### src/rtl/regfile_pkg.sv
// Shared constants, types and helpers for the scoreboarded register file.
// Optional write-through forwarding is enabled by REGFILE_BYPASS_EN.
package regfile_pkg;

  localparam int XLEN_DEF     = 32;
  localparam int NREG_DEF     = 32;
  localparam int LINK_REG_DEF = 31;
  localparam int POP_W        = 128;

  typedef logic [XLEN_DEF-1:0] word_t;

  function automatic logic [7:0] popcount(
    input logic [POP_W-1:0] v
  );
    logic [7:0] n;
    n = '0;
    for (int i = 0; i < POP_W; i++)
      n = n + {7'd0, v[i]};
    return n;
  endfunction

endpackage

### src/rtl/regfile_scoreboard.sv
// Pending-write bit per register, WAW detection and pending count.
// Issue beats a same-cycle write; flush beats both.
module regfile_scoreboard
  import regfile_pkg::*;
#(
  parameter int NREG = NREG_DEF,
  localparam int AW = $clog2(NREG)
) (
  input  logic          clk,
  input  logic          rst,
  input  logic          issue_en,
  input  logic [AW-1:0] issue_addr,
  input  logic          wr_en,
  input  logic [AW-1:0] wt,
  input  logic          flush,
  output logic [NREG-1:0] pend,
  output logic          waw_err,
  output logic [AW:0]   pend_cnt
);

  localparam int CW = AW + 1;

  logic [NREG-1:0]  pend_q, pend_d;
  logic             waw_q, waw_d;
  logic [AW:0]      cnt_q, cnt_d;
  logic [POP_W-1:0] pend_ext;
  logic             iss_ok;

  assign iss_ok = issue_en && (issue_addr != '0);

  always_comb begin
    pend_d = pend_q;
    if (flush) begin
      pend_d = '0;
    end else begin
      if (wr_en && (wt != '0))
        pend_d[wt] = 1'b0;
      if (iss_ok)
        pend_d[issue_addr] = 1'b1;
    end
  end

  always_comb begin
    pend_ext = '0;
    pend_ext[NREG-1:0] = pend_d;
    cnt_d = CW'(popcount(pend_ext));
    waw_d = iss_ok && !flush && pend_q[issue_addr];
  end

  always_ff @(posedge clk or posedge rst) begin
    if (rst) begin
      pend_q <= '0;
      waw_q  <= 1'b0;
      cnt_q  <= '0;
    end else begin
      pend_q <= pend_d;
      waw_q  <= waw_d;
      cnt_q  <= cnt_d;
    end
  end

  assign pend     = pend_q;
  assign waw_err  = waw_q;
  assign pend_cnt = cnt_q;

endmodule

### src/rtl/regfile_sb.sv
// N-read-port register file with scoreboard and link-register write path.
// Define REGFILE_BYPASS_EN to forward same-cycle writeback to readers.
module regfile_sb
  import regfile_pkg::*;
#(
  parameter int XLEN     = XLEN_DEF,
  parameter int NREG     = NREG_DEF,
  parameter int NRD      = 2,
  parameter int LINK_REG = LINK_REG_DEF,
  localparam int AW = $clog2(NREG)
) (
  input  logic              clk,
  input  logic              rst,
  input  logic [NRD*AW-1:0] rd_addr,
  output logic [NRD*XLEN-1:0] rd_data,
  output logic [NRD-1:0]    rd_busy,
  input  logic              wr_en,
  input  logic [AW-1:0]     wr_addr,
  input  logic [XLEN-1:0]   wr_data,
  input  logic              link_en,
  input  logic              issue_en,
  input  logic [AW-1:0]     issue_addr,
  input  logic              flush,
  output logic              waw_err,
  output logic [AW:0]       pend_cnt
);

  logic [XLEN-1:0] regs_q [NREG];
  logic [XLEN-1:0] regs_d [NREG];
  logic [AW-1:0]   wt;
  logic            wr_hit;
  logic [NREG-1:0] pend;

  assign wt     = link_en ? AW'(LINK_REG) : wr_addr;
  assign wr_hit = wr_en && (wt != '0);

  regfile_scoreboard #(
    .NREG (NREG)
  ) u_sb (
    .clk        (clk),
    .rst        (rst),
    .issue_en   (issue_en),
    .issue_addr (issue_addr),
    .wr_en      (wr_en),
    .wt         (wt),
    .flush      (flush),
    .pend       (pend),
    .waw_err    (waw_err),
    .pend_cnt   (pend_cnt)
  );

  always_comb begin
    regs_d = regs_q;
    if (wr_hit)
      regs_d[wt] = wr_data;
  end

  always_ff @(posedge clk or posedge rst) begin
    if (rst)
      regs_q <= '{default: '0};
    else
      regs_q <= regs_d;
  end

  always_comb begin
    logic [AW-1:0] ra;
    rd_data = '0;
    rd_busy = '0;
    ra      = '0;
    for (int k = 0; k < NRD; k++) begin
      ra = rd_addr[k*AW +: AW];
      rd_data[k*XLEN +: XLEN] = regs_q[ra];
      rd_busy[k] = pend[ra];
`ifdef REGFILE_BYPASS_EN
      // a fresh issue to the same register keeps it busy
      if (wr_hit && (ra == wt)) begin
        rd_data[k*XLEN +: XLEN] = wr_data;
        rd_busy[k] = issue_en && (issue_addr == ra);
      end
`else
`endif
    end
  end

endmodule

### config.mk
export PLATFORM = sky130hd
export DESIGN_NAME = regfile_sb
export DESIGN_NICKNAME = d
export VERILOG_FILES = /design/src/rtl/regfile_pkg.sv /design/src/rtl/regfile_scoreboard.sv /design/src/rtl/regfile_sb.sv
export SDC_FILE = /design/constraint.sdc
export NUM_CORES = 2
export LEC_CHECK = 0
export ABC_CLOCK_PERIOD_IN_PS = 38900
export CORE_MARGIN = 1
export CORE_UTILIZATION = 35
export CTS_CLUSTER_SIZE = 8
export DETAILED_ROUTE_END_ITERATION = 6
export DONT_BUFFER_PORTS = 1
export GPL_TIMING_DRIVEN = 1
export SLEW_MARGIN = 25
export SYNTH_ARGS = -nofsm -noshare
export SYNTH_HDL_FRONTEND = slang
export SYNTH_HIERARCHICAL = 1
export SYNTH_SLANG_ARGS = --single-unit
### constraint.sdc
create_clock -name clk -period 38.9 [get_ports clk]
set_input_delay 3.89 -clock clk [delete_from_list [all_inputs] [get_ports clk]]
set_output_delay 3.89 -clock clk [all_outputs]
set_load 0.05 [all_outputs]
==> metrics.yaml <==
setup_path:
  setup.worst_path.end_class: "primary output"
  criticalPathCategory: "in2out"
  cp.arrival_ns: 7.46
  start_kind: "input pin"
  required_ns: 35.01
  cp_max_fo: 65
placed_design:
  dp_hpwl_um: 103900
  dp_cells: 6734
  place_congestion: 0.8401
  portBuffers: 0
  place_area_um2: 60120
detailed_routing:
  drtIter0Drc: 3773
  drc: 0
  vias: 41190
  drt-pass1-iter-count: 6
  ant_nets: 0
  finalWirelength_um: 195700
  vias_per_cell: 5.956
  wl_per_cell_um: 28.30
grt:
  grt_max_degree: 529
  grt-ovfl-total: 0
  antenna_found_initial: 3
  grt_pass1_vias: 41260
  grt_first_pass_wirelength_um: 285600
  track_usage_pct: 22.66
pwr:
  p_per_area_nw_per_um2: 46.68
  p_leak_nw: 30.66
  ir_worst_vdd_uv: 35.70
clock_network:
  cts_hold_buffers: 0
  cts_max_path_buffers: 3
  post-cts-setup-buffers: 0
  clock-sinks: 1063
  numCtsBuffers: 151
  cts_tree: "yes"
  clkSlewWorstSetupHoldPaths_ns: 0.05
  clkLatencyLatePin_ns: 0.78
  ctsResizeCount: 0
  h-tree-depth: 4
  clock-root-buffer: "clkbuf_16"
synth:
  synthAdderAreaFrac_pct: 0.9674
  synth_top_cell_area_share_pct: 45.30
  ys_seq_elements: 1063
  netlist_area_um2: 58720
  synth_mux_area_share_pct: 37.40
  syn_inst: 4990
  synth_top_family_by_area: "multiplexers"
  yosysMostFrequentCell: "dfrtp_1"
  synth_compound_area_share_pct: 7.784
  synth_ff_type: "dfrtp_1"
  ys.warnings.count: 6
  synthArstFlopShare_pct: 100.0
  synth.distinct_cells: 44
  yosysTopAreaCell: "dfrtp_1"
  ys_top_cells_by_area: "dfrtp_1 45%, mux2_2 19%, mux2i_1 18%"
  synthSimpleGateAreaFrac_pct: 4.814
  syn_avg_cell_area_um2: 11.77
  synth-xor-area-share_pct: 0.04475
  syn_nets: 5079
  synth-edff-count: 0
  synthTopCellsByCount: "1063 x dfrtp_1, 1060 x mux2i_1, 986 x mux2_2"
  yosysSeqAreaShare_pct: 45.30
floorplan:
  pin_count: 131
  die_h_um: 411.6
  die_w_um: 411.6
  core_area_um2: 165700
  dieArea_um2: 169400
  rows: 149
  start_util_pct: 35.43
run_status:
  status: "finished with violations"
  violations: "slew limit"
timing:
  layout_worst_path_cycle_share_pct: 29.19
  tightest_slew_ns: 2.412
  clock-skew-final_ns: 0.01619
  slew_headroom_pct: -60.78
  slew_violations: 510
  finalHoldViolations: 0
  setup_violations: 0
  period_needed_ns: 11.35
  finalSetupTns_ns: 0
  clock.fmax_ghz: 0.08808
  rsz0062_at_grt: "no"
finish:
  fin_cells: 6915
  drive_gt1_share_pct: 27.32
  areaGrowthSynthToFinish_pct: 9.564
  final_nets: 4791
  final_cell_area_um2: 64330
flow_run:
  drv_cap: 0
worst_hold_path:
  hold_class: "reg2reg"
-- where the power goes --
group	internal (W)	leakage (nW)	switching (W)
registers	0.00125	14.1	0.000104
logic	0.000229	14.6	0.000233
clock network	0.000697	1.99	0.000492
-- cell families (layout without fill, tap and decap cells) --
family / Yosys count / after routing
simple gates: 609 / 609
compound gates: 685 / 685
flops: 1063 / 1063
other cells: 0 / 8
fa+ha+maj: 31 / 31
buf+inv: 539 / 267
mux: 2060 / 2060
xor+xnor: 3 / 3
-- cell usage in the layout (no fill, tap or decap), types with 4 or more instances in the layout --
| master | n |
|---|---|
| dfrtp_1 | 1063 |
| mux2i_1 | 1060 |
| mux2_2 | 986 |
| nand2_1 | 232 |
| a21oi_1 | 224 |
| nand3_1 | 205 |
| a22oi_1 | 199 |
| clkbuf_16 | 153 |
| a22o_1 | 132 |
| nor3_1 | 69 |
| a31oi_1 | 66 |
| buf_4 | 56 |
| nand2_2 | 30 |
| inv_1 | 28 |
| fa_1 | 24 |
| o21ai_0 | 22 |
| a21o_1 | 18 |
| nor2b_1 | 17 |
| o21ai_1 | 16 |
| nor2_1 | 10 |
| diode_2 | 8 |
| nand2b_1 | 8 |
| mux4_2 | 8 |
| or2_2 | 7 |
| ha_1 | 7 |
| mux2_1 | 6 |
| buf_12 | 6 |
| o21a_1 | 6 |
| clkinv_8 | 5 |
| inv_6 | 5 |
| nor2b_4 | 4 |
| nand2b_2 | 4 |
| buf_6 | 4 |
-- area by class of cell --
cell class	instances	area, µm²
Antenna cell	8	20.02
Clock buffer	155	3846
Clock inverter	14	217.7
Fill cell	15750	101400
Inverter	29	121.4
Multi-Input combinational cell	3388	30120
Sequential cell	1063	26600
Tap cell	2189	2739
Timing Repair Buffer	69	668.1
-- path summary, 6_finish.rpt --
path	start	endpoint	slack (ns)	depth (start not counted)
hold / removal	regs_q[1020]	regs_q[1020]	0.39	0
max in group asynchronous	rst	regs_q[475]	33.10	4
hold reg to reg	regs_q[1020]	regs_q[1020]	0.39	0
min in group asynchronous	rst	regs_q[135]	3.04	1
setup reg to reg	u_sb/pend[13]	u_sb/pend_cnt[4]	33.72	15
setup / recovery	rd_addr[7]	rd_data[58]	27.55	7
-- state kept, by name, summed over array words and instances (netlist names) --
signal	cells
u_sb/pend_cnt	6
regs_q	1024
u_sb/waw_err	1
u_sb/pend	32
-- worst max-delay path, stage by stage --
cell	delay (ns)
and2_4	0.47
buf_4	0.72
buf_4	0.98
a22o_1	0.28
nor3_1	0.05
a31oi_1	0.38
nand3_1	0.63
-- per-layer routing --
layer	track usage, %	routed length [µm]	vias up
li1	-	-	17660
met1	31.50	87930	21800
met2	34.58	87810	1405
met3	5.216	14440	324
met4	7.525	5496	0
met5	0	0	-
-- through the flow --
step	utilization, %	hold slack, ns	worst slack, ns	total power (W)
after floorplan	-	0.4488	6.194	0.001737
after global placement	36.27	0.3840	27.70	0.001807
after detailed placement	36.27	0.3876	27.60	0.001821
after CTS	38.73	0.3982	27.58	0.003013
after global routing	38.80	0.4054	27.49	0.003113
final	38.82	0.3926	27.55	0.003003
Power figures use the tool's default switching activity.
